==> config.mk <==
export PLATFORM = sky130hd
export DESIGN_NAME = alu_arbiter
export DESIGN_NICKNAME = d
export VERILOG_FILES = /design/src/rtl/alu_pkg.sv /design/src/rtl/rr_arb2.sv /design/src/rtl/alu_arbiter.sv
export SDC_FILE = /design/constraint.sdc
export NUM_CORES = 1
export LEC_CHECK = 0
export CORE_ASPECT_RATIO = 0.9
export CORE_MARGIN = 8
export CORE_UTILIZATION = 37
export CTS_CLUSTER_SIZE = 12
export DETAILED_ROUTE_END_ITERATION = 10
export PLACE_DENSITY = 0.88
export SETUP_SLACK_MARGIN = 0.05
export SYNTH_ARGS = -nofsm -noshare
export SYNTH_HDL_FRONTEND = slang
export SYNTH_SLANG_ARGS = --single-unit
==> constraint.sdc <==
create_clock -name clk -period 2 [get_ports clk]
set_input_delay 0.2 -clock clk [delete_from_list [all_inputs] [get_ports clk]]
set_output_delay 0.2 -clock clk [all_outputs]
set_load 0.02 [all_outputs]
==> src/rtl/alu_pkg.sv <==
// Shared definitions for the ALU arbiter slice.
// Holds the ALU operation codes, the legality check used to bypass the ALU
// for unsupported codes, and the arbiter FSM state encoding.
package alu_pkg;

    localparam logic [3:0] ALU_AND = 4'b0000;
    localparam logic [3:0] ALU_OR  = 4'b0001;
    localparam logic [3:0] ALU_ADD = 4'b0010;
    localparam logic [3:0] ALU_SUB = 4'b0110;
    localparam logic [3:0] ALU_SLT = 4'b0111;

    localparam logic [1:0] IDLE = 2'd0;
    localparam logic [1:0] EXEC = 2'd1;
    localparam logic [1:0] RESP = 2'd2;

    function automatic logic is_legal_op(input logic [3:0] op);
        logic legal;
        case (op)
            ALU_AND, ALU_OR, ALU_ADD, ALU_SUB, ALU_SLT: legal = 1'b1;
            default:                                     legal = 1'b0;
        endcase
        return legal;
    endfunction

endpackage

==> src/rtl/rr_arb2.sv <==
// Two-way round-robin grant, purely combinational.
// Ports:
//   i_valid0/i_valid1 : requests from requester 0/1
//   i_ptr             : requester favoured when both request (0 or 1)
//   o_gnt0/o_gnt1     : one-hot grant (or none when nobody requests)
module rr_arb2 (
    input  logic i_valid0,
    input  logic i_valid1,
    input  logic i_ptr,
    output logic o_gnt0,
    output logic o_gnt1
);

    // A lone requester always wins; a tie goes to the pointer's side.
    assign o_gnt0 = i_valid0 & (~i_valid1 | ~i_ptr);
    assign o_gnt1 = i_valid1 & (~i_valid0 |  i_ptr);

endmodule

==> src/rtl/alu_arbiter.sv <==
// Shares one combinational ALU between two requesters with round-robin
// arbitration and valid/ready handshakes on request and response sides.
// Ports:
//   clk, rst_n                       : clock, asynchronous active-low reset
//   reqN_valid/ready/op/a/b          : request channel of requester N
//   rspN_valid/ready/result/zero/err : response channel of requester N
//   alu_operation/operand1/operand2  : registered drive to the ALU
//   alu_result, alu_z                : ALU outputs, captured in EXEC
module alu_arbiter import alu_pkg::*; #(
    parameter int WIDTH      = 32,
    parameter int FAIR_FIRST = 0
) (
    input  logic             clk,
    input  logic             rst_n,
    input  logic             req0_valid,
    output logic             req0_ready,
    input  logic [3:0]       req0_op,
    input  logic [WIDTH-1:0] req0_a,
    input  logic [WIDTH-1:0] req0_b,
    input  logic             req1_valid,
    output logic             req1_ready,
    input  logic [3:0]       req1_op,
    input  logic [WIDTH-1:0] req1_a,
    input  logic [WIDTH-1:0] req1_b,
    output logic             rsp0_valid,
    input  logic             rsp0_ready,
    output logic [WIDTH-1:0] rsp0_result,
    output logic             rsp0_zero,
    output logic             rsp0_err,
    output logic             rsp1_valid,
    input  logic             rsp1_ready,
    output logic [WIDTH-1:0] rsp1_result,
    output logic             rsp1_zero,
    output logic             rsp1_err,
    output logic [3:0]       alu_operation,
    output logic [WIDTH-1:0] alu_operand1,
    output logic [WIDTH-1:0] alu_operand2,
    input  logic [WIDTH-1:0] alu_result,
    input  logic             alu_z
);

    localparam logic PTR_RESET = (FAIR_FIRST != 0);

    logic [1:0]       r_state;
    logic             r_owner;
    logic             r_ptr;
    logic [3:0]       r_op;
    logic [WIDTH-1:0] r_a;
    logic [WIDTH-1:0] r_b;
    logic [WIDTH-1:0] r_result0;
    logic [WIDTH-1:0] r_result1;
    logic             r_zero0;
    logic             r_zero1;
    logic             r_err0;
    logic             r_err1;

    logic             w_gnt0;
    logic             w_gnt1;
    logic             w_idle;
    logic             w_req_hs;
    logic [3:0]       w_sel_op;
    logic [WIDTH-1:0] w_sel_a;
    logic [WIDTH-1:0] w_sel_b;
    logic             w_rsp_hs;

    rr_arb2 u_arb (
        .i_valid0 (req0_valid),
        .i_valid1 (req1_valid),
        .i_ptr    (r_ptr),
        .o_gnt0   (w_gnt0),
        .o_gnt1   (w_gnt1)
    );

    assign w_idle     = (r_state == IDLE);
    assign req0_ready = w_idle & w_gnt0;
    assign req1_ready = w_idle & w_gnt1;
    // A grant implies the winner is valid, so ready alone marks the handshake.
    assign w_req_hs   = req0_ready | req1_ready;

    assign w_sel_op = w_gnt1 ? req1_op : req0_op;
    assign w_sel_a  = w_gnt1 ? req1_a  : req0_a;
    assign w_sel_b  = w_gnt1 ? req1_b  : req0_b;

    assign rsp0_valid = (r_state == RESP) & ~r_owner;
    assign rsp1_valid = (r_state == RESP) &  r_owner;
    // Only the owner's ready can complete the response.
    assign w_rsp_hs   = (rsp0_valid & rsp0_ready) | (rsp1_valid & rsp1_ready);

    assign rsp0_result = r_result0;
    assign rsp0_zero   = r_zero0;
    assign rsp0_err    = r_err0;
    assign rsp1_result = r_result1;
    assign rsp1_zero   = r_zero1;
    assign rsp1_err    = r_err1;

    assign alu_operation = r_op;
    assign alu_operand1  = r_a;
    assign alu_operand2  = r_b;

    always_ff @(posedge clk or negedge rst_n) begin
        if (!rst_n) begin
            r_state   <= IDLE;
            r_owner   <= 1'b0;
            r_ptr     <= PTR_RESET;
            r_op      <= '0;
            r_a       <= '0;
            r_b       <= '0;
            r_result0 <= '0;
            r_result1 <= '0;
            r_zero0   <= 1'b0;
            r_zero1   <= 1'b0;
            r_err0    <= 1'b0;
            r_err1    <= 1'b0;
        end else begin
            case (r_state)
                IDLE: begin
                    if (w_req_hs) begin
                        r_op    <= w_sel_op;
                        r_a     <= w_sel_a;
                        r_b     <= w_sel_b;
                        r_owner <= w_gnt1;
                        if (is_legal_op(w_sel_op)) begin
                            r_state <= EXEC;
                        end else begin
                            // Illegal code: answer directly, ALU output unused.
                            if (w_gnt1) begin
                                r_result1 <= '0;
                                r_zero1   <= 1'b0;
                                r_err1    <= 1'b1;
                            end else begin
                                r_result0 <= '0;
                                r_zero0   <= 1'b0;
                                r_err0    <= 1'b1;
                            end
                            r_state <= RESP;
                        end
                    end
                end
                EXEC: begin
                    if (r_owner) begin
                        r_result1 <= alu_result;
                        r_zero1   <= alu_z;
                        r_err1    <= 1'b0;
                    end else begin
                        r_result0 <= alu_result;
                        r_zero0   <= alu_z;
                        r_err0    <= 1'b0;
                    end
                    r_state <= RESP;
                end
                RESP: begin
                    if (w_rsp_hs) begin
                        // Hand the tie-break to the other requester.
                        r_ptr   <= ~r_owner;
                        r_state <= IDLE;
                    end
                end
                default: r_state <= IDLE;
            endcase
        end
    end

endmodule

==> Flow_metrics.wiki <==
{| class="wikitable"
! Metric !! Value
|-
| Run status || finished, final reports clean
|-
| Arr. time, crit path || about 2300 ps
|-
| Number of nets produced by synthesis || 689
|-
| Critical Path Most Common Cell || buf_6
|-
| Maximum Capacitance Violations || 0
|-
| Initial core utilization || between 30% and 40%
|-
| Path category of the worst min-delay check || in2async
|-
| Per-cell routed wire length || approximately 20 µm
|-
| Worst setup path end || rsp1_result[17]
|-
| Remaining routing DRC violations || 0
|-
| Number of warning messages in the yosys log || 0
|-
| Peak Freq || around 500 MHz
|-
| Count of input and output buffers || roughly 310
|-
| Category of the critical setup timing path || reg2reg
|-
| DIE HEIGHT || between 100 and 150 µm
|-
| Max-slew violation count || 0
|-
| Fraction of layout instances using a drive strength above 1 || between 10% and 20%
|-
| Average vias per placed instance || around 4.9
|-
| Largest driver fanout on the critical path || 6
|-
| Drt initial violations || about 220
|-
| Highest cell delay on the worst timing path || 430 ps
|-
| Number of global-route vias before repair || approximately 5700
|-
| WP data required || 2300 ps
|-
| Number of enable-type register cells in the synthesized netlist || 0
|-
| Root buffer cell || clkbuf_16
|-
| Clock period minus final worst setup slack || approximately 2000 ps
|-
| Horizontal die dimension || approximately 150 µm
|-
| Ranking of synthesized cells by instance count || dfrtp_1 (140), nand2_1 (73), o21ai_0 (70)
|-
| Final-report setup violation count || 0
|-
| Yosys top cell by area || dfrtp_1
|-
| Areal power density over the cells || between 1000 and 1500 nW/µm²
|-
| Worst-case clock skew || between 6 and 7 ps
|-
| Critical path capture point type || register
|-
| Combinational share of power || between 40% and 50%
|-
| H-Tree Depth || 4
|-
| Clock transition at the registers of the reported paths || approximately 70 ps
|-
| CTS tree || built
|-
| Net count, final || 1036
|-
| Worst max-slew margin expressed relative to the limit || 64.0%
|-
| Total wire length || 21.4 mm
|-
| Top cell type's share of synthesized area || 55.8%
|-
| Layout Area Growth over Synthesis || 71.7%
|-
| Hold violation total from the final report || 0
|-
| Clock network fraction of design power || about 21%
|-
| Post-route antenna net violation count || 0
|-
| Worst-case reg-to-reg path depth || 7
|-
| Overall fraction of global-route tracks in use || about a fifth
|-
| Critical path launch point type || register
|-
| Pre-antenna DRT Iters || 4
|-
| Core region area || around 17000 µm²
|-
| Clock buffer count from CTS || 17
|-
| Final worst setup slack || between 30 and 40 ps
|-
| Bufs on Longest Clock Path || 2
|-
| Unrepaired setup endpoints after global routing || true
|-
| Crit share post-route || a little over nine tenths
|-
| Place WS || -291 ps
|-
| Cell with the largest stage delay on the worst path || dfrtp_1
|-
| Flop2flop setup slack || ~38 ps
|-
| Synthesized netlist cell count || just over 500
|-
| Slew of the pin with the lowest slew margin || approximately 540 ps
|-
| Die area || 21400 µm²
|-
| Gpl congestion || 0.784
|-
| Final HPWL DP || approximately 15 mm
|-
| Post-synthesis instance area || about 6300 µm²
|-
| Top-count cell post-synth || dfrtp_1
|-
| Switching component of the power || 0.00544 W
|-
| Wire length of the first global-routing pass || ~33 mm
|-
| CP Cell Sequence || or2_0 -> a2111o_1 -> buf_6 -> o211ai_4 -> buf_6 -> clkbuf_16 -> mux2_4
|-
| Number of antenna violations at the first check in global routing || 0
|-
| Worst hold margin || between 300 and 400 ps
|-
| Largest net degree at the start of global routing || 57
|-
| Mean cell area of the mapped netlist || about 12 µm²
|-
| Clk Latency, worst-skew pair || between 400 and 500 ps
|-
| Top flip-flop cell by instance count after synthesis || dfrtp_1
|-
| Proportion of synthesized chip area in sequential cells || a little under three fifths
|-
| Leakage dissipation || ~5 nW
|-
| Worst R2R Start || r_state[0]
|-
| IR drop worst, VDD || slightly below 0.0008 V
|-
| Number of sinks handled by clock tree synthesis || 140
|-
| Placement row count || 45
|-
| Placed cells || between 1000 and 1500
|-
| Non-filler instance count after layout || about 1100
|-
| ANT cells || 0
|-
| Switching part of the total || between 30% and 40%
|-
| Number of vias in the routed layout || between 5000 and 6000
|-
| Top-Level Pins || ~320
|-
| Post-synthesis cell type count || 32
|-
| Async set or reset register ratio after synthesis || 100%
|-
| End of the worst register-to-register path || rsp1_result[17]
|-
| Yosys reg bits || 140
|-
| Residual overflow from global routing || 0
|-
| Internal cell power || between 0.009 and 0.01 W
|-
| Launching instance or port of the critical path || r_state[0]
|-
| Fraction of power consumed by sequential logic || just over 30%
|-
| Cell types occupying the most area after synthesis || dfrtp_1 (56%), mux2i_1 (11%), mux2_4 (6.9%)
|}
[sequential cells by signal, indices dropped and copies added (netlist names)]
| signal | count |
|---|---|
| alu_operand1 | 32 |
| alu_operand2 | 32 |
| rsp0_result | 32 |
| rsp1_result | 32 |
| alu_operation | 4 |
| r_state | 2 |
| r_owner | 1 |
| r_ptr | 1 |
| rsp0_err | 1 |
| rsp0_zero | 1 |
| rsp1_err | 1 |
| rsp1_zero | 1 |
[metal layers]
layer	track usage, %	vias to the layer above	part of all wire, %
li1	-	2466	-
met1	21.8	2544	40
met2	32.8	231	49
met3	8.73	24	8.9
met4	5.10	0	1.4
met5	0	-	0
[placed cells by master (no fill, tap or decap), types with 9 or more instances in the layout]
master / count
mux2_4: 62
mux2i_1: 69
and2_1: 34
clkbuf_16: 20
nand2_1: 73
clkdlybuf4s50_1: 309
dfrtp_1: 140
buf_4: 25
buf_12: 9
o21ai_0: 70
[power groups by stage]
stage | registers (W) | logic (W) | clock network [W]
global route | 0.00452 | 0.00751 | 0.00318
finish | 0.00440 | 0.00708 | 0.00299
floorplan | 0.00555 | 0.00211 | 0
CTS | 0.00439 | 0.00694 | 0.00306
detailed placement | 0.00442 | 0.00663 | 0
global placement | 0.00438 | 0.00652 | 0
[final cells by class]
cell class                 count  area [µm²]
sequential                   140        3500
timing repair buffer         360        3710
multi-input combinational    340        2750
fill                        1248        5940
clock buffer                  17         425
clock inverter                15         126
tap                          211         264
inverter                       2        7.51
[cells by family after synthesis]
group / count (synthesis) / synth area share (%)
muxes: 136 / 24.7
DFF: 140 / 55.8
and+or+nand+nor: 124 / 9.50
buffers and inverters: 34 / 2.89
AOI/OAI and AO/OA: 80 / 7.09
[critical path, delay by kind of cell, from the launching register on]
kind	cells	cell delay [ps]
mux	1	310
simple gates	1	210
flops	1	430
buf+inv	3	470
compound gates	2	420
[stage by stage]
step | total power [W] | TNS [ps] | instance area (µm²) | utilization (%)
after floorplan | 0.00765 | 0 | 6280 | -
after global placement | 0.0109 | -10700 | 9900 | 59.2
after detailed placement | 0.0111 | -14940 | 9900 | 59.2
after CTS | 0.0144 | -202 | 10600 | 63.5
after global routing | 0.0152 | -5.27 | 10800 | 64.5
final | 0.0145 | 0 | 10800 | 64.5
[worst min-delay path by stage]
stage                     slack, ps               to  startpoint
after floorplan                -100  alu_operand1[0]       rst_n
after global placement          200  rsp0_result[30]       rst_n
after detailed placement        200  rsp0_result[30]       rst_n
after CTS                       320  rsp1_result[26]       rst_n
after global routing            370  rsp0_result[28]       rst_n
final                           340  rsp0_result[30]       rst_n
[what timing repair did]
item                                    in CTS  in global routing
hold endpoints to repair                    54                  0
pin swaps                                    3                  3
hold buffers                                 1                  0
endpoints found under the setup margin      37                 63
buffers inserted                             5                  3
gates resized for setup                     24                 30
cloned                                       2                  3
No activity file was read; power rests on OpenSTA's default activity.
